===== src/rtl/ropuf_response_gen.sv =====
// Ring-oscillator PUF response generator.
// For each of N_BITS RO pairs, counts rising edges of ro_a and ro_b over
// one full gate window, then records (cnt_a > cnt_b) as response bit sel.
module ropuf_response_gen #(
  parameter int N_BITS = 8,
  parameter int CNT_W  = 16,
  parameter int SEL_W  = 3
) (
  input  logic              clk,
  input  logic              reset,
  input  logic              start,
  input  logic              gate,
  input  logic              ro_a,
  input  logic              ro_b,
  output logic [SEL_W-1:0]  sel,
  output logic              busy,
  output logic              done,
  output logic              valid,
  output logic [N_BITS-1:0] response
);

  localparam logic [SEL_W-1:0] LAST_SEL = SEL_W'(N_BITS - 1);

  typedef enum logic [2:0] {IDLE, ARM, COUNT, COMPARE, NEXT} state_t;

  state_t state, state_next;

  // _p0/_p1 form the 2-FF synchronizer, _p2 is the edge-detect delay stage
  logic gate_p0, gate_p1, gate_p2;
  logic ro_a_p0, ro_a_p1, ro_a_p2;
  logic ro_b_p0, ro_b_p1, ro_b_p2;

  logic gate_rise, gate_fall, strobe_a, strobe_b;

  logic [CNT_W-1:0] cnt_a, cnt_b;

  // Saturating increment: holds at all-ones instead of wrapping
  function automatic logic [CNT_W-1:0] sat_inc(input logic [CNT_W-1:0] c,
                                               input logic             inc);
    if (inc && (c != {CNT_W{1'b1}}))
      return c + CNT_W'(1);
    else
      return c;
  endfunction

  // Synchronize asynchronous inputs and keep one delayed copy for edge detect
  always_ff @(posedge clk or posedge reset) begin
    if (reset) begin
      gate_p0 <= 1'b0; gate_p1 <= 1'b0; gate_p2 <= 1'b0;
      ro_a_p0 <= 1'b0; ro_a_p1 <= 1'b0; ro_a_p2 <= 1'b0;
      ro_b_p0 <= 1'b0; ro_b_p1 <= 1'b0; ro_b_p2 <= 1'b0;
    end else begin
      gate_p0 <= gate;    gate_p1 <= gate_p0;    gate_p2 <= gate_p1;
      ro_a_p0 <= ro_a;    ro_a_p1 <= ro_a_p0;    ro_a_p2 <= ro_a_p1;
      ro_b_p0 <= ro_b;    ro_b_p1 <= ro_b_p0;    ro_b_p2 <= ro_b_p1;
    end
  end

  // ---- edge detect stage (p1 vs p2) ----
  assign gate_rise = gate_p1 & ~gate_p2;
  assign gate_fall = ~gate_p1 & gate_p2;
  assign strobe_a  = ro_a_p1 & ~ro_a_p2;
  assign strobe_b  = ro_b_p1 & ~ro_b_p2;

  // FSM state register
  always_ff @(posedge clk or posedge reset) begin
    if (reset) state <= IDLE;
    else       state <= state_next;
  end

  // Next-state logic; done fires while NEXT retires the last pair
  always_comb begin
    state_next = state;
    done       = 1'b0;
    case (state)
      IDLE:    if (start) state_next = ARM;
      ARM:     if (gate_rise) state_next = COUNT;
      COUNT:   if (gate_fall) state_next = COMPARE;
      COMPARE: state_next = NEXT;
      NEXT: begin
        if (sel == LAST_SEL) begin
          state_next = IDLE;
          done       = 1'b1;
        end else begin
          state_next = ARM;
        end
      end
      default: state_next = IDLE;
    endcase
  end

  // Counters, pair select, response capture and status flags
  always_ff @(posedge clk or posedge reset) begin
    if (reset) begin
      sel      <= '0;
      busy     <= 1'b0;
      valid    <= 1'b0;
      response <= '0;
      cnt_a    <= '0;
      cnt_b    <= '0;
    end else begin
      case (state)
        IDLE: begin
          if (start) begin
            sel      <= '0;
            valid    <= 1'b0;
            response <= '0;
            busy     <= 1'b1;
          end
        end
        ARM: begin
          // waiting for a fresh rising edge discards any window already open
          cnt_a <= '0;
          cnt_b <= '0;
        end
        COUNT: begin
          // strobes coinciding with the gate falling edge still count
          cnt_a <= sat_inc(cnt_a, strobe_a);
          cnt_b <= sat_inc(cnt_b, strobe_b);
        end
        COMPARE: begin
          response[sel] <= (cnt_a > cnt_b);
        end
        NEXT: begin
          cnt_a <= '0;
          cnt_b <= '0;
          if (sel == LAST_SEL) begin
            busy  <= 1'b0;
            valid <= 1'b1;
          end else begin
            sel <= sel + SEL_W'(1);
          end
        end
        default: ;
      endcase
    end
  end

endmodule

===== config.mk =====
export PLATFORM = sky130hd
export DESIGN_NAME = ropuf_response_gen
export DESIGN_NICKNAME = d
export VERILOG_FILES = /design/src/rtl/ropuf_response_gen.sv
export SDC_FILE = /design/constraint.sdc
export NUM_CORES = 1
export LEC_CHECK = 0
export CAP_MARGIN = 20
export CORE_MARGIN = 2
export CORE_UTILIZATION = 50
export CTS_CLUSTER_SIZE = 25
export DETAILED_ROUTE_END_ITERATION = 7
export PLACE_DENSITY = 0.69
export SYNTH_ARGS = -nofsm -noshare
export SYNTH_HDL_FRONTEND = slang
export SYNTH_SLANG_ARGS = --single-unit

===== constraint.sdc =====
create_clock -name clk -period 5.3 [get_ports clk]
set_clock_uncertainty 0.05 [all_clocks]
set_input_delay 1.325 -clock clk [delete_from_list [all_inputs] [get_ports clk]]
set_output_delay 1.325 -clock clk [all_outputs]
set_load 0.02 [all_outputs]

# Word-level counts from Yosys, hierarchy flattened
# Index checks and enable logic that the tools add are counted.
[op_classes]
n_eq_ne = 14
n_lt_le_gt_ge = 3
bitwise = 8
add_sub_neg = 3
muxes = 25
n_reduce_logical = 14
[ops]
columns = ["operator", "n"]
rows = [
  ["$pmux 16 s2", 2],
  ["$add 16x1->16 const B", 2],
  ["$mux 16", 2],
  ["$ne 16x16->1 const B", 2],
  ["$gt 16x16->1", 1],
  ["$pmux 8 s2", 1],
  ["$mux 3", 5],
  ["$pmux 3 s5", 1],
  ["$ne 2x2->1 const B", 7],
  ["$reduce_and 3->1", 3],
  ["$bwmux 8", 1],
  ["$mux 1", 8],
  ["$mux 8", 1],
  ["$eq 3x2->1 const B", 2],
  ["$eq 3x3->1 const B", 2],
  ["$pmux 3 s2", 1],
  ["$reduce_and 2->1", 3],
  ["$reduce_bool 2->1", 3],
  ["$and 1x1->1", 4],
  ["$lt 3x4->1 const B", 1],
  ["$not 1->1", 4],
  ["$pmux 1 s2", 2],
  ["$add 3x1->3 const B", 1],
  ["$demux 1 s3", 1],
  ["other kinds (5)", 7],
]
[totals]
output_inout_bits = 14
inputBits = 6
word_cells = 83
reg_bits = 57

# Logic depth before layout (Yosys ltp)
[depth]
word_depth = 6
depth_mapped = 7
mapped_depth_nobuf = 7

# Worst setup path before layout
# OpenSTA, ideal clock, no wires.
[synth_timing]
path_type = "reg-to-output"
startpoint = "register sel[0]"
endpoint = "output done"
t_required_ns = 3.925
setup_slack_ns = 2.801
arrival_ns = 1.124
stages_incl_launch_ff = 4
path_cell_list = "dfrtp_1 > ha_1 > ha_1 > and3_1"
[synth_via]
elab_chain_cells = 3
[synth_lines]
columns = ["element", "line", "rtl"]
rows = [
  ["start: declaration", "15", "output logic [SEL_W-1:0] sel,"],
  ["start signal: assignment", "131", "sel <= sel + SEL_W'(1);"],
  ["$eq 3x3->1", "81", "if (sel == LAST_SEL) begin"],
  ["$mux 1", "81", ""],
  ["$mux 1", "75", "case (state)"],
  ["end: declaration", "17", "output logic done,"],
]
# Every way passes these cells.

# Final worst setup path
[layout_timing]
startpoint = "register sel[1]"
endpoint = "output done"
# The elaborated chain is that of the path after synthesis.

==> results.md <==
* Outcome: completed
* First-pass GRT wire length at approximately 11000 µm
* Count of pins over their slew limit at 0
* Final critical-path required period at roughly 3.5 ns
* Worst rel slew slack at 0.455
* Residual DRC at 0
* Final worst-path cycle share at 0.653
* Seq cells post-synth at 57
* Layout Area Growth over Synthesis at 14.2%
* CP Data Required Time at 3.92 ns
* Later-pin clock latency in the skew report at 0.34 ns
* Layout cells sized above 1 at 0.0722
* YS warnings at 0
* PortBufs at 19
* CP max FO at 13
* Prevailing post-synth register cell: dfrtp_1
* Final TNS setup at 0 ns
* CP Class: reg -> out
* CP Capture Type: output pin
* Placed Instances at 421
* Max Cap Viol at 0
* Static leakage at about 0.0016 µW
* Distinct cells, synth at 44
* ANT nets after route at 0
* Root buffer cell: clkbuf_8
* CTS Hold Bufs at 0
* Nets at 381
* Multi-input logic area at 1640 µm²
* Clock Tree Buf Depth at 2
* Post-CTS Resized at 0
* Post-Layout Cell Count at 437
* Total track usage at 0.199
* Final setup violation count at 0
* Grt ovf at 0
* Clock sinks at 57
* Core ar. at about 6200 µm²
* Commonest non-fill, non-tap cell in the layout: dfrtp_1
* Vias in the first global route at 2402
* Post-Route WL at 6520 µm
* Worst path arrival time at 2.09 ns
* Routed vias/inst at 5.71
* # diodes at 0
* Die height at 83.8 µm
* Startpoint Class: flip-flop
* Die Wd at about 84 µm
* Routability cong. at 0.817
* Final hold vios at 0
* Hold WC Path Type: reg -> reg
* Rows at 29
* H-tree depth at 3
* Util after Layout at 0.582
* Register cell area after layout at 1430 µm²
* Worst-margin pin slew at just over 0.8 ns
* Syn avg cell area at 9.59 µm²
* Synthesized cell area at approximately 3200 µm²
* CTS clk-pin slew, worst paths at 0.07 ns
* CTS tree: built
* Number of CTS-inserted buffers at 9
* DR iter-0 viols at 140
* Initial antenna violation count at 0
* Vias at 2496
* Achievable Freq at 0.289 GHz
* Filler cell count at 557
* Die area at 7020 µm²
* Post-synth EDFFs at 0
* Most frequent cells in the layout: 57 x dfrtp_1, 39 x nand2_1, 29 x nor2_1
* Post-Syn Nets at ~360
* Post-synthesis sequential area ratio at 0.448
* DRT Pass-1 Iters at 4
* Postcts setup bufs at 0
* RSZ-0062 raised after global routing: no
* WL/cell at 14.9 µm
* Initial Util at 0.510
* Power density cells at 335 nW/µm²
* Gate Count Post-Synth at 332
* VDD IR max at 296 µV
* Async S/R FF share, synth at 1.00
* IO Pins at 20
* Detailed placement HPWL at 4610 µm
* Largest net degree at the start of global routing at 30
==> final timing paths <==
path	depth (start not counted)	start	end	slack [ns]
hold reg to reg	0	ro_b_p0$_DFF_PP0_	ro_b_p1$_DFF_PP0_	0.30
min in group asynchronous	2	reset	response[1]$_DFFE_PP0P_	1.32
hold / removal	0	ro_b_p0$_DFF_PP0_	ro_b_p1$_DFF_PP0_	0.30
setup / recovery	4	sel[1]$_DFFE_PP0P_	done	1.84
max in group asynchronous	3	reset	cnt_b[5]$_DFFE_PP0P_	3.06
setup reg to reg	6	cnt_a[2]$_DFFE_PP0P_	response[4]$_DFFE_PP0P_	2.86
==> stage by stage <==
step                hold slack (ns)  cell area (µm²)  power [µW]  worst slack, ns
floorplan                     0.281             3180         729             2.53
global placement              0.283             3440         805             2.24
detailed placement            0.287             3440         816             2.21
CTS                           0.301             3630        1230             1.82
global route                  0.301             3630        1280             1.73
finish                        0.298             3630        1220             1.84
==> synth_stat cells (3+ instances only) <==
library cell,n,share of area
a21oi_1,13,0.020
nor2b_1,5,0.0098
nor2_1,29,0.034
xnor2_1,17,0.047
nand3_1,19,0.030
clkbuf_1,6,0.0071
nor4_1,8,0.016
nand4_1,14,0.028
nor3_1,8,0.013
nand2_1,39,0.046
and3_1,3,0.0059
and4_1,4,0.011
dfrtp_1,57,0.45
inv_1,19,0.022
mux2i_1,10,0.031
o41ai_1,3,0.0083
a21o_1,4,0.0094
nand3b_1,4,0.0094
ha_1,20,0.079
o31ai_1,6,0.014
o21ai_0,11,0.017
nand2b_1,5,0.0098
or3_1,3,0.0059
==> report_power, final <==
group	switching [µW]	leakage (µW)	internal [µW]
clock	184	0.0000953	228
sequential	53.4	0.000765	464
combinational	189	0.000703	98.0
==> state kept, by name, indices dropped and copies added, names as in the netlist, 3 cells and up <==
name	count
sel	3
cnt_b	16
response	8
state	3
cnt_a	16
==> final cells by class <==
type,count,area share
clock buffer,11,0.0389
multi-input combinational,247,0.451
tap,77,0.0265
clock inverter,5,0.0151
inverter,19,0.0196
timing repair buffer,21,0.0565
sequential,57,0.392
==> routing by layer <==
layer | up-vias | global-route usage | share of wire
met4 | 0 | 0.104 | 0.021
met3 | 13 | 0.0386 | 0.041
li1 | 1233 | - | -
met5 | - | 0 | 0
met1 | 1202 | 0.273 | 0.48
met2 | 48 | 0.301 | 0.46
==> kinds of logic after synthesis <==
group,synth area share
compound gates,0.0770
xor+xnor,0.0495
mux,0.0314
fa+ha+maj,0.0786
buf+inv,0.0369
flops,0.448
simple gates,0.278
==> worst max-delay path, stage by stage (launching register included) <==
cell	delay, ns
dfrtp_1	0.56
ha_1	0.23
ha_1	0.16
and3_1	0.19
clkdlybuf4s50_1	0.61
Power figures use the tool's default switching activity.
